--- src/rtl/colorpxl_hist_if.sv ---
// Pixel stream in, histogram aggregates out, for colorpxl_hist.
// frame_err_o exists only when COLORPXL_HIST_ERR_EN is defined.
interface colorpxl_hist_if #(
    parameter int NP = 14,
    parameter int NH = 11
);
    logic          frame_start_i;
    logic          pxl_vld_i;
    logic          pxl_color_i;
    logic [NP-1:0] colorpxls_o;
    logic [NH-1:0] colorpxls_bin0_o;
    logic [NH-1:0] colorpxls_bin7_o;
    logic [NP-2:0] colorpxls_left_o;
    logic [NP-2:0] colorpxls_rght_o;
    logic [NP-2:0] colorpxls_bin01_o;
    logic [NP-2:0] colorpxls_bin67_o;
    logic [NP-2:0] colorpxls_bin012_o;
    logic [NP-2:0] colorpxls_bin567_o;
    logic          new_frame_proc_o;
`ifdef COLORPXL_HIST_ERR_EN
    logic          frame_err_o;
`endif

    modport master (
        output frame_start_i, pxl_vld_i, pxl_color_i,
`ifdef COLORPXL_HIST_ERR_EN
        input  frame_err_o,
`endif
        input  colorpxls_o, colorpxls_bin0_o, colorpxls_bin7_o,
        input  colorpxls_left_o, colorpxls_rght_o,
        input  colorpxls_bin01_o, colorpxls_bin67_o,
        input  colorpxls_bin012_o, colorpxls_bin567_o,
        input  new_frame_proc_o
    );

    modport slave (
        input  frame_start_i, pxl_vld_i, pxl_color_i,
`ifdef COLORPXL_HIST_ERR_EN
        output frame_err_o,
`endif
        output colorpxls_o, colorpxls_bin0_o, colorpxls_bin7_o,
        output colorpxls_left_o, colorpxls_rght_o,
        output colorpxls_bin01_o, colorpxls_bin67_o,
        output colorpxls_bin012_o, colorpxls_bin567_o,
        output new_frame_proc_o
    );
endinterface

--- src/rtl/colorpxl_hist.sv ---
// Per-frame 8-bin column histogram of colour pixels plus aggregate sums.
// Define COLORPXL_HIST_ERR_EN to add frame_err_o (flags aborted frames).
module colorpxl_hist #(
    parameter int c_img_cols        = 160,
    parameter int c_img_rows        = 120,
    parameter int c_inframe_cols    = 128,
    parameter int c_inframe_rows    = 104,
    parameter int c_hist_bins       = 8,
    parameter int c_nb_inframe_pxls = $clog2(c_inframe_cols * c_inframe_rows),
    parameter int c_nb_hist_val     = $clog2(c_inframe_rows * c_inframe_cols / c_hist_bins)
) (
    input  logic           clk,
    input  logic           rst,
    colorpxl_hist_if.slave io_hist
);
    localparam int CW = $clog2(c_img_cols);
    localparam int RW = $clog2(c_img_rows);
    localparam int NP = c_nb_inframe_pxls;
    localparam int NH = c_nb_hist_val;
    localparam int NS = NP - 1;
    localparam int BW = $clog2(c_hist_bins);
    localparam int SH = $clog2(c_inframe_cols / c_hist_bins);

    localparam logic [CW-1:0] L_COL_LO  = CW'((c_img_cols - c_inframe_cols) / 2);
    localparam logic [CW-1:0] L_COL_HI  = CW'((c_img_cols + c_inframe_cols) / 2 - 1);
    localparam logic [CW-1:0] L_COL_MAX = CW'(c_img_cols - 1);
    localparam logic [RW-1:0] L_ROW_LO  = RW'((c_img_rows - c_inframe_rows) / 2);
    localparam logic [RW-1:0] L_ROW_HI  = RW'((c_img_rows + c_inframe_rows) / 2 - 1);
    localparam logic [RW-1:0] L_ROW_MAX = RW'(c_img_rows - 1);

    localparam logic [2:0] S_IDLE  = 3'd0;
    localparam logic [2:0] S_ACCUM = 3'd1;
    localparam logic [2:0] S_SUM1  = 3'd2;
    localparam logic [2:0] S_SUM2  = 3'd3;
    localparam logic [2:0] S_SUM3  = 3'd4;
    localparam logic [2:0] S_DONE  = 3'd5;

    logic [2:0]    r_state;
    logic [CW-1:0] r_col;
    logic [RW-1:0] r_row;
    logic [NH-1:0] r_bin [c_hist_bins];
    logic [NS-1:0] r_bin01, r_bin67, r_bin012, r_bin567;
    logic [NS-1:0] r_mid23, r_mid45;

    logic [NP-1:0] r_out_tot;
    logic [NH-1:0] r_out_b0, r_out_b7;
    logic [NS-1:0] r_out_left, r_out_rght;
    logic [NS-1:0] r_out_b01, r_out_b67, r_out_b012, r_out_b567;
    logic          r_pulse;

    logic          w_abort;
    logic          w_inwin;
    logic [BW-1:0] w_idx;
    logic [NS-1:0] w_left, w_rght;
    logic [NP-1:0] w_tot;

    assign w_abort = (r_state == S_ACCUM) && io_hist.frame_start_i;
    assign w_inwin = (r_col >= L_COL_LO) && (r_col <= L_COL_HI) &&
                     (r_row >= L_ROW_LO) && (r_row <= L_ROW_HI);
    assign w_idx   = BW'((r_col - L_COL_LO) >> SH);

    // Final stage adds total combinationally from the same operands as left/rght
    assign w_left  = r_bin01 + r_mid23;
    assign w_rght  = r_bin67 + r_mid45;
    assign w_tot   = NP'(w_left) + NP'(w_rght);

    always_ff @(posedge clk or posedge rst) begin
        if (rst) begin
            r_state    <= S_IDLE;
            r_col      <= '0;
            r_row      <= '0;
            for (int i = 0; i < c_hist_bins; i++) r_bin[i] <= '0;
            r_bin01    <= '0;
            r_bin67    <= '0;
            r_bin012   <= '0;
            r_bin567   <= '0;
            r_mid23    <= '0;
            r_mid45    <= '0;
            r_out_tot  <= '0;
            r_out_b0   <= '0;
            r_out_b7   <= '0;
            r_out_left <= '0;
            r_out_rght <= '0;
            r_out_b01  <= '0;
            r_out_b67  <= '0;
            r_out_b012 <= '0;
            r_out_b567 <= '0;
            r_pulse    <= 1'b0;
        end else begin
            r_pulse <= 1'b0;
            unique case (r_state)
                S_IDLE: begin
                    if (io_hist.frame_start_i) begin
                        r_state <= S_ACCUM;
                        r_col   <= '0;
                        r_row   <= '0;
                        for (int i = 0; i < c_hist_bins; i++) r_bin[i] <= '0;
                    end
                end
                S_ACCUM: begin
                    if (w_abort) begin
                        r_col <= '0;
                        r_row <= '0;
                        for (int i = 0; i < c_hist_bins; i++) r_bin[i] <= '0;
                    end else if (io_hist.pxl_vld_i) begin
                        if (w_inwin && io_hist.pxl_color_i)
                            r_bin[w_idx] <= r_bin[w_idx] + NH'(1);
                        if (r_col == L_COL_MAX) begin
                            r_col <= '0;
                            r_row <= r_row + RW'(1);
                            if (r_row == L_ROW_MAX) r_state <= S_SUM1;
                        end else begin
                            r_col <= r_col + CW'(1);
                        end
                    end
                end
                S_SUM1: begin
                    r_bin01 <= NS'(r_bin[0]) + NS'(r_bin[1]);
                    r_bin67 <= NS'(r_bin[6]) + NS'(r_bin[7]);
                    r_state <= S_SUM2;
                end
                S_SUM2: begin
                    r_bin012 <= r_bin01 + NS'(r_bin[2]);
                    r_bin567 <= r_bin67 + NS'(r_bin[5]);
                    r_mid23  <= NS'(r_bin[2]) + NS'(r_bin[3]);
                    r_mid45  <= NS'(r_bin[4]) + NS'(r_bin[5]);
                    r_state  <= S_SUM3;
                end
                S_SUM3: begin
                    r_out_tot  <= w_tot;
                    r_out_b0   <= r_bin[0];
                    r_out_b7   <= r_bin[7];
                    r_out_left <= w_left;
                    r_out_rght <= w_rght;
                    r_out_b01  <= r_bin01;
                    r_out_b67  <= r_bin67;
                    r_out_b012 <= r_bin012;
                    r_out_b567 <= r_bin567;
                    r_pulse    <= 1'b1;
                    r_state    <= S_DONE;
                end
                S_DONE: r_state <= S_IDLE;
                default: r_state <= S_IDLE;
            endcase
        end
    end

`ifdef COLORPXL_HIST_ERR_EN
    logic r_err;

    always_ff @(posedge clk or posedge rst) begin
        if (rst)                     r_err <= 1'b0;
        else if (w_abort)            r_err <= 1'b1;
        else if (r_state == S_SUM3)  r_err <= 1'b0;
    end

    assign io_hist.frame_err_o = r_err;
`endif

    assign io_hist.colorpxls_o        = r_out_tot;
    assign io_hist.colorpxls_bin0_o   = r_out_b0;
    assign io_hist.colorpxls_bin7_o   = r_out_b7;
    assign io_hist.colorpxls_left_o   = r_out_left;
    assign io_hist.colorpxls_rght_o   = r_out_rght;
    assign io_hist.colorpxls_bin01_o  = r_out_b01;
    assign io_hist.colorpxls_bin67_o  = r_out_b67;
    assign io_hist.colorpxls_bin012_o = r_out_b012;
    assign io_hist.colorpxls_bin567_o = r_out_b567;
    assign io_hist.new_frame_proc_o   = r_pulse;
endmodule

--- src/flat_wrapper.sv ---
// flat-port wrapper written by rule: the top's interface ports become plain ports
module colorpxl_hist_flat 
#(
    parameter int c_img_cols        = 160,
    parameter int c_img_rows        = 120,
    parameter int c_inframe_cols    = 128,
    parameter int c_inframe_rows    = 104,
    parameter int c_hist_bins       = 8,
    parameter int c_nb_inframe_pxls = $clog2(c_inframe_cols * c_inframe_rows),
    parameter int c_nb_hist_val     = $clog2(c_inframe_rows * c_inframe_cols / c_hist_bins)
)
  (clk, rst, io_hist_frame_start_i, io_hist_pxl_vld_i, io_hist_pxl_color_i, io_hist_colorpxls_o, io_hist_colorpxls_bin0_o, io_hist_colorpxls_bin7_o, io_hist_colorpxls_left_o, io_hist_colorpxls_rght_o, io_hist_colorpxls_bin01_o, io_hist_colorpxls_bin67_o, io_hist_colorpxls_bin012_o, io_hist_colorpxls_bin567_o, io_hist_new_frame_proc_o);
  colorpxl_hist_if #(.NP(14), .NH(11)) io_hist_i ();
  input  logic clk;
  input  logic rst;
  input wire logic [$bits(io_hist_i.frame_start_i)-1:0] io_hist_frame_start_i;
  input wire logic [$bits(io_hist_i.pxl_vld_i)-1:0] io_hist_pxl_vld_i;
  input wire logic [$bits(io_hist_i.pxl_color_i)-1:0] io_hist_pxl_color_i;
  output wire logic [$bits(io_hist_i.colorpxls_o)-1:0] io_hist_colorpxls_o;
  output wire logic [$bits(io_hist_i.colorpxls_bin0_o)-1:0] io_hist_colorpxls_bin0_o;
  output wire logic [$bits(io_hist_i.colorpxls_bin7_o)-1:0] io_hist_colorpxls_bin7_o;
  output wire logic [$bits(io_hist_i.colorpxls_left_o)-1:0] io_hist_colorpxls_left_o;
  output wire logic [$bits(io_hist_i.colorpxls_rght_o)-1:0] io_hist_colorpxls_rght_o;
  output wire logic [$bits(io_hist_i.colorpxls_bin01_o)-1:0] io_hist_colorpxls_bin01_o;
  output wire logic [$bits(io_hist_i.colorpxls_bin67_o)-1:0] io_hist_colorpxls_bin67_o;
  output wire logic [$bits(io_hist_i.colorpxls_bin012_o)-1:0] io_hist_colorpxls_bin012_o;
  output wire logic [$bits(io_hist_i.colorpxls_bin567_o)-1:0] io_hist_colorpxls_bin567_o;
  output wire logic [$bits(io_hist_i.new_frame_proc_o)-1:0] io_hist_new_frame_proc_o;
  assign io_hist_i.frame_start_i = io_hist_frame_start_i;
  assign io_hist_i.pxl_vld_i = io_hist_pxl_vld_i;
  assign io_hist_i.pxl_color_i = io_hist_pxl_color_i;
  assign io_hist_colorpxls_o = io_hist_i.colorpxls_o;
  assign io_hist_colorpxls_bin0_o = io_hist_i.colorpxls_bin0_o;
  assign io_hist_colorpxls_bin7_o = io_hist_i.colorpxls_bin7_o;
  assign io_hist_colorpxls_left_o = io_hist_i.colorpxls_left_o;
  assign io_hist_colorpxls_rght_o = io_hist_i.colorpxls_rght_o;
  assign io_hist_colorpxls_bin01_o = io_hist_i.colorpxls_bin01_o;
  assign io_hist_colorpxls_bin67_o = io_hist_i.colorpxls_bin67_o;
  assign io_hist_colorpxls_bin012_o = io_hist_i.colorpxls_bin012_o;
  assign io_hist_colorpxls_bin567_o = io_hist_i.colorpxls_bin567_o;
  assign io_hist_new_frame_proc_o = io_hist_i.new_frame_proc_o;
  colorpxl_hist #(.c_img_cols(c_img_cols), .c_img_rows(c_img_rows), .c_inframe_cols(c_inframe_cols), .c_inframe_rows(c_inframe_rows), .c_hist_bins(c_hist_bins), .c_nb_inframe_pxls(c_nb_inframe_pxls), .c_nb_hist_val(c_nb_hist_val)) u_core (.clk(clk), .rst(rst), .io_hist(io_hist_i));
endmodule
--- config.mk ---
export PLATFORM = sky130hd
export DESIGN_NAME = colorpxl_hist_flat
export DESIGN_NICKNAME = d
export VERILOG_FILES = /design/src/rtl/colorpxl_hist_if.sv /design/src/rtl/colorpxl_hist.sv /design/src/flat_wrapper.sv
export SDC_FILE = /design/constraint.sdc
export NUM_CORES = 1
export LEC_CHECK = 0
export ABC_AREA = 0
export BUFFER_PORTS_ARGS = -buffer_cell sky130_fd_sc_hd__buf_4
export CAP_MARGIN = 10
export CORE_UTILIZATION = 30
export CTS_BUF_LIST = sky130_fd_sc_hd__clkbuf_4
export CTS_CLUSTER_DIAMETER = 50
export DETAILED_ROUTE_END_ITERATION = 12
export GPL_ROUTABILITY_DRIVEN = 0
export SYNTH_ARGS = -nofsm -noshare
export SYNTH_HDL_FRONTEND = slang
export SYNTH_SLANG_ARGS = --single-unit
--- constraint.sdc ---
create_clock -name clk -period 16.45 [get_ports clk]
set_input_delay 1.645 -clock clk [delete_from_list [all_inputs] [get_ports clk]]
set_output_delay 1.645 -clock clk [all_outputs]
set_load 0.005 [all_outputs]
==> results.cfg <==
[placement]
dpl.hpwl_mm = 34.6
portBuffers = 117
dp_cells = 2444
place_area_mm2 = 0.0177

[synth]
yosysSeqAreaShare_pct = 45.4
synth-compound-area-share_pct = 16.6
syn_area_per_cell_um2 = 9.49
synth-simple-area-share_pct = 16.0
synthMuxAreaShare_pct = 3.84
synthCells = 1701
yosysWarnings = 0
synthesis.area_mm2 = 0.0161
yosysTopAreaCell = dfrtp_1
synth_xor_area_share_pct = 4.98
synthTopCellsByArea = dfrtp_1, nand2_1, ha_1
synth_ff_type = dfrtp_1
synthAdderAreaFrac_pct = 9.72
synth-edff-count = 0
synth_top_family_by_area = compound AO/OA/AOI/OAI gates
ys_seq_elements = 293
yosysUniqueCellTypes = 70
synth-async-reset-ratio_pct = 100
yosysTopAreaCellShare_pct = 45.4

[worst_hold_path]
hold_path.startpoint = u_core.r_bin567[3]
hold_path.class = reg -> reg
hold_end = u_core.io_hist.colorpxls_bin567_o[3]
whs_path_depth = 2

[sta]
tns_ns = 0
rsz0062_at_grt = false
fin_crit_sh_pct = 25.7
max_clock_freq_mhz = 236
setup_viol = 0
drv_slew = 0
min_period_ns = 4.23
relSlewSlack_pct = 27.3
clock_skew_ns = 0.0268
hold_violations = 0
worst_pin_slew_ns = 1.09

[finish]
syn2layout_area_growth_pct = 16.0
drive_above_1_share_pct = 16.1
design_area_mm2 = 0.0187
nNetsFinal = 1967
final_cells = 2589

[setup_path]
max_stage_delay_ns = 0.65
startpoint_type = register
criticalPathCategory = reg -> reg
r2r_start = u_core.r_bin01[0]
crit_path_cell_trace = ha_1 -> fa_1 -> a21o_1 -> a21oi_1 -> o21bai_1 -> a2111oi_0 -> nor3_1 -> xor2_1 -> ha_1 -> nand2_1 -> nor2_1 -> a211oi_1 -> o211ai_1 -> o41a_1 -> o21ai_0
r2r-end = u_core.io_hist.colorpxls_o[11]
cp_slowest_cell = a2111oi_0
end_kind = register
rr_worst_depth = 15
cp_data_required_time_ns = 17.10
critPathArrivalTime_ns = 4.88
cpMostUsedCell = ha_1
r2r_setup_slack_ns = 12.22
path_max_fanout = 5

[clock_tree]
postCtsSetupBuffers = 0
clock_sinks = 293
htreeDepth = 3
cts_hold_buffers = 0
cts_buffers = 84
cts_tree = done
clk_latency_ns = 0.74
clockBufferDepth = 3
clkTransAtPathRegs_ns = 0.06
cts_root_buf = clkbuf_4
cts_resized = 0

[pwr]
p_per_area_mw_per_mm2 = 87.8
p_int_uw = 1140
leakagePower_uw = 0.00934
clock_power_share_pct = 41.7
switching_share_pct = 31.0
switchingPower_uw = 510
ir_drop_uv = 43.3
seq_power_share_pct = 45.6
comb_power_share_pct = 12.8

[drt]
wirelength_mm = 47.6
wl_per_cell_um = 18.4
vias = 13200
viasPerCell = 5.12
drtIter0Drc = 918
first_pass_iters = 9
route.detailed.drc = 14
drtAntennaViolNets = 0

[status]
violations = DRC
status = finished with violations

[flow_run]
maxCapViolCount = 0

[die]
die_y_um = 234
die_w_um = 234
design.die.area_mm2 = 0.0548
fp.coreArea_mm2 = 0.0529
pin_count = 120
start_util_pct = 30.5
rows = 84

[global_routing]
antenna_found_initial = 1
grt_overflow = 0
grt_pass1_wl_mm = 74.9
grt_start_max_net_pins = 135
first_global_vias = 13300
track_usage_pct = 17.6
-- synth_stat cells, drive strengths merged (3+ instances only) --
cell type	instances
a2111oi	4
a211o	6
a211oi	10
a21boi	4
a21o	20
a21oi	67
a22o	56
a311oi	3
a31o	4
a31oi	8
and2	3
and3	13
buf	17
clkbuf	56
dfrtp	293
fa	9
ha	111
inv	69
mux2	15
mux2i	10
mux4	14
nand2	431
nand2b	7
nand3	21
nand4	7
nand4b	3
nor2	60
nor2b	12
nor3	23
nor3b	5
nor4	5
o211ai	12
o21a	22
o21ai	151
o21bai	5
o31ai	23
o41ai	5
or3	7
xnor2	46
xor2	39
-- metal layers --
metal	up-vias	routed length [um]	global-route usage [%]
li1	6268	-	-
met4	0	1210	6.25
met2	420	21800	28.1
met5	-	0	0
met1	6458	21300	23.2
met3	101	3350	4.28
-- sequential cells by signal, summed over array words and instances, names as in the netlist, 13 cells and up --
name and flops:
u_core.io_hist.colorpxls_left_o 13, u_core.io_hist.colorpxls_bin012_o 13, u_core.r_bin 88, u_core.r_bin567 13
u_core.io_hist.colorpxls_rght_o 13, u_core.io_hist.colorpxls_bin567_o 13, u_core.io_hist.colorpxls_o 14, u_core.r_bin012 13
-- worst max-delay path by stage --
stage / start / endpoint / slack [ns] / cells after the start
final: u_core.r_bin01[0] / u_core.io_hist.colorpxls_o[11] / 12.22 / 15
after global routing: u_core.r_bin01[0] / u_core.io_hist.colorpxls_o[13] / 11.84 / 15
after CTS: u_core.r_bin01[0] / u_core.io_hist.colorpxls_o[11] / 12.23 / 15
after detailed placement: u_core.r_bin01[0] / u_core.io_hist.colorpxls_o[13] / 12.24 / 15
after global placement: u_core.r_bin01[0] / u_core.io_hist.colorpxls_o[11] / 12.33 / 15
after floorplan: rst / u_core.io_hist.colorpxls_bin012_o[0] / 6.71 / 1
-- layout by cell type (no fill, tap or decap), types with 4 or more instances in the layout --
master / instances
xnor2_1: 41
o41ai_1: 5
xor2_1: 36
a21oi_1: 67
mux4_1: 6
nor2_1: 60
o21bai_1: 5
o21a_1: 22
a31o_2: 4
o21ai_0: 148
inv_1: 66
xnor2_2: 5
mux4_2: 8
or3_1: 7
nor3_1: 22
nand2b_1: 6
mux2i_1: 9
nand2_1: 430
nand4_1: 7
buf_4: 127
o31ai_1: 23
and3_1: 13
clkbuf_4: 122
fa_1: 9
a22o_1: 56
nand3_1: 21
a2111oi_0: 4
ha_1: 111
a31oi_1: 8
a211o_1: 6
nor2b_1: 12
mux2_2: 15
a21o_1: 20
a211oi_1: 10
o211ai_1: 12
clkinv_1: 16
dfrtp_1: 293
-- cell type report --
cell class	instances	area (um2)
Fill cell	5403	34100
Sequential cell	293	7330
Clock inverter	22	138
Multi-Input combinational cell	1267	8270
Inverter	69	268
Clock buffer	122	916
Timing Repair Buffer	127	953
Antenna cell	1	2.50
Tap cell	688	861
-- stage by stage --
stage / setup WS [ns] / hold slack [ns] / util [%] / power, uW
2_1_floorplan: 6.71 / 0.439 / - / 910
3_3_place_gp: 12.33 / 0.452 / 33.4 / 974
3_5_place_dp: 12.24 / 0.450 / 33.4 / 976
4_1_cts: 12.23 / 0.466 / 35.4 / 1670
5_1_grt: 11.84 / 0.490 / 35.4 / 1740
6_report: 12.22 / 0.465 / 35.4 / 1650
-- logic make-up (layout without fill, tap and decap cells) --
kind of cell | count (synthesis) | count (layout)
compound gates | 414 | 414
xor+xnor | 85 | 85
fa+ha+maj | 120 | 120
buf+inv | 142 | 340
flops | 293 | 293
mux | 39 | 39
other cells | 1 | 3
simple gates | 607 | 607
-- power groups by stage --
stage	Sequential, uW	Combinational [uW]	Clock (uW)
after floorplan	752	159	0
after global placement	761	213	0
after detailed placement	763	213	0
after CTS	749	215	710
after global routing	752	236	749
final	750	210	686
-- worst max-delay path, delay by kind of cell (launching register included) --
family / cells / cell delay [ns]
adder cells (fa/ha/maj): 3 / 1.02
AND/OR/NAND/NOR: 3 / 0.25
AO/OA/AOI/OAI: 8 / 2.09
flip-flops: 1 / 0.42
XOR/XNOR: 1 / 0.37
Note: power is estimated with default switching activity, not from simulation.
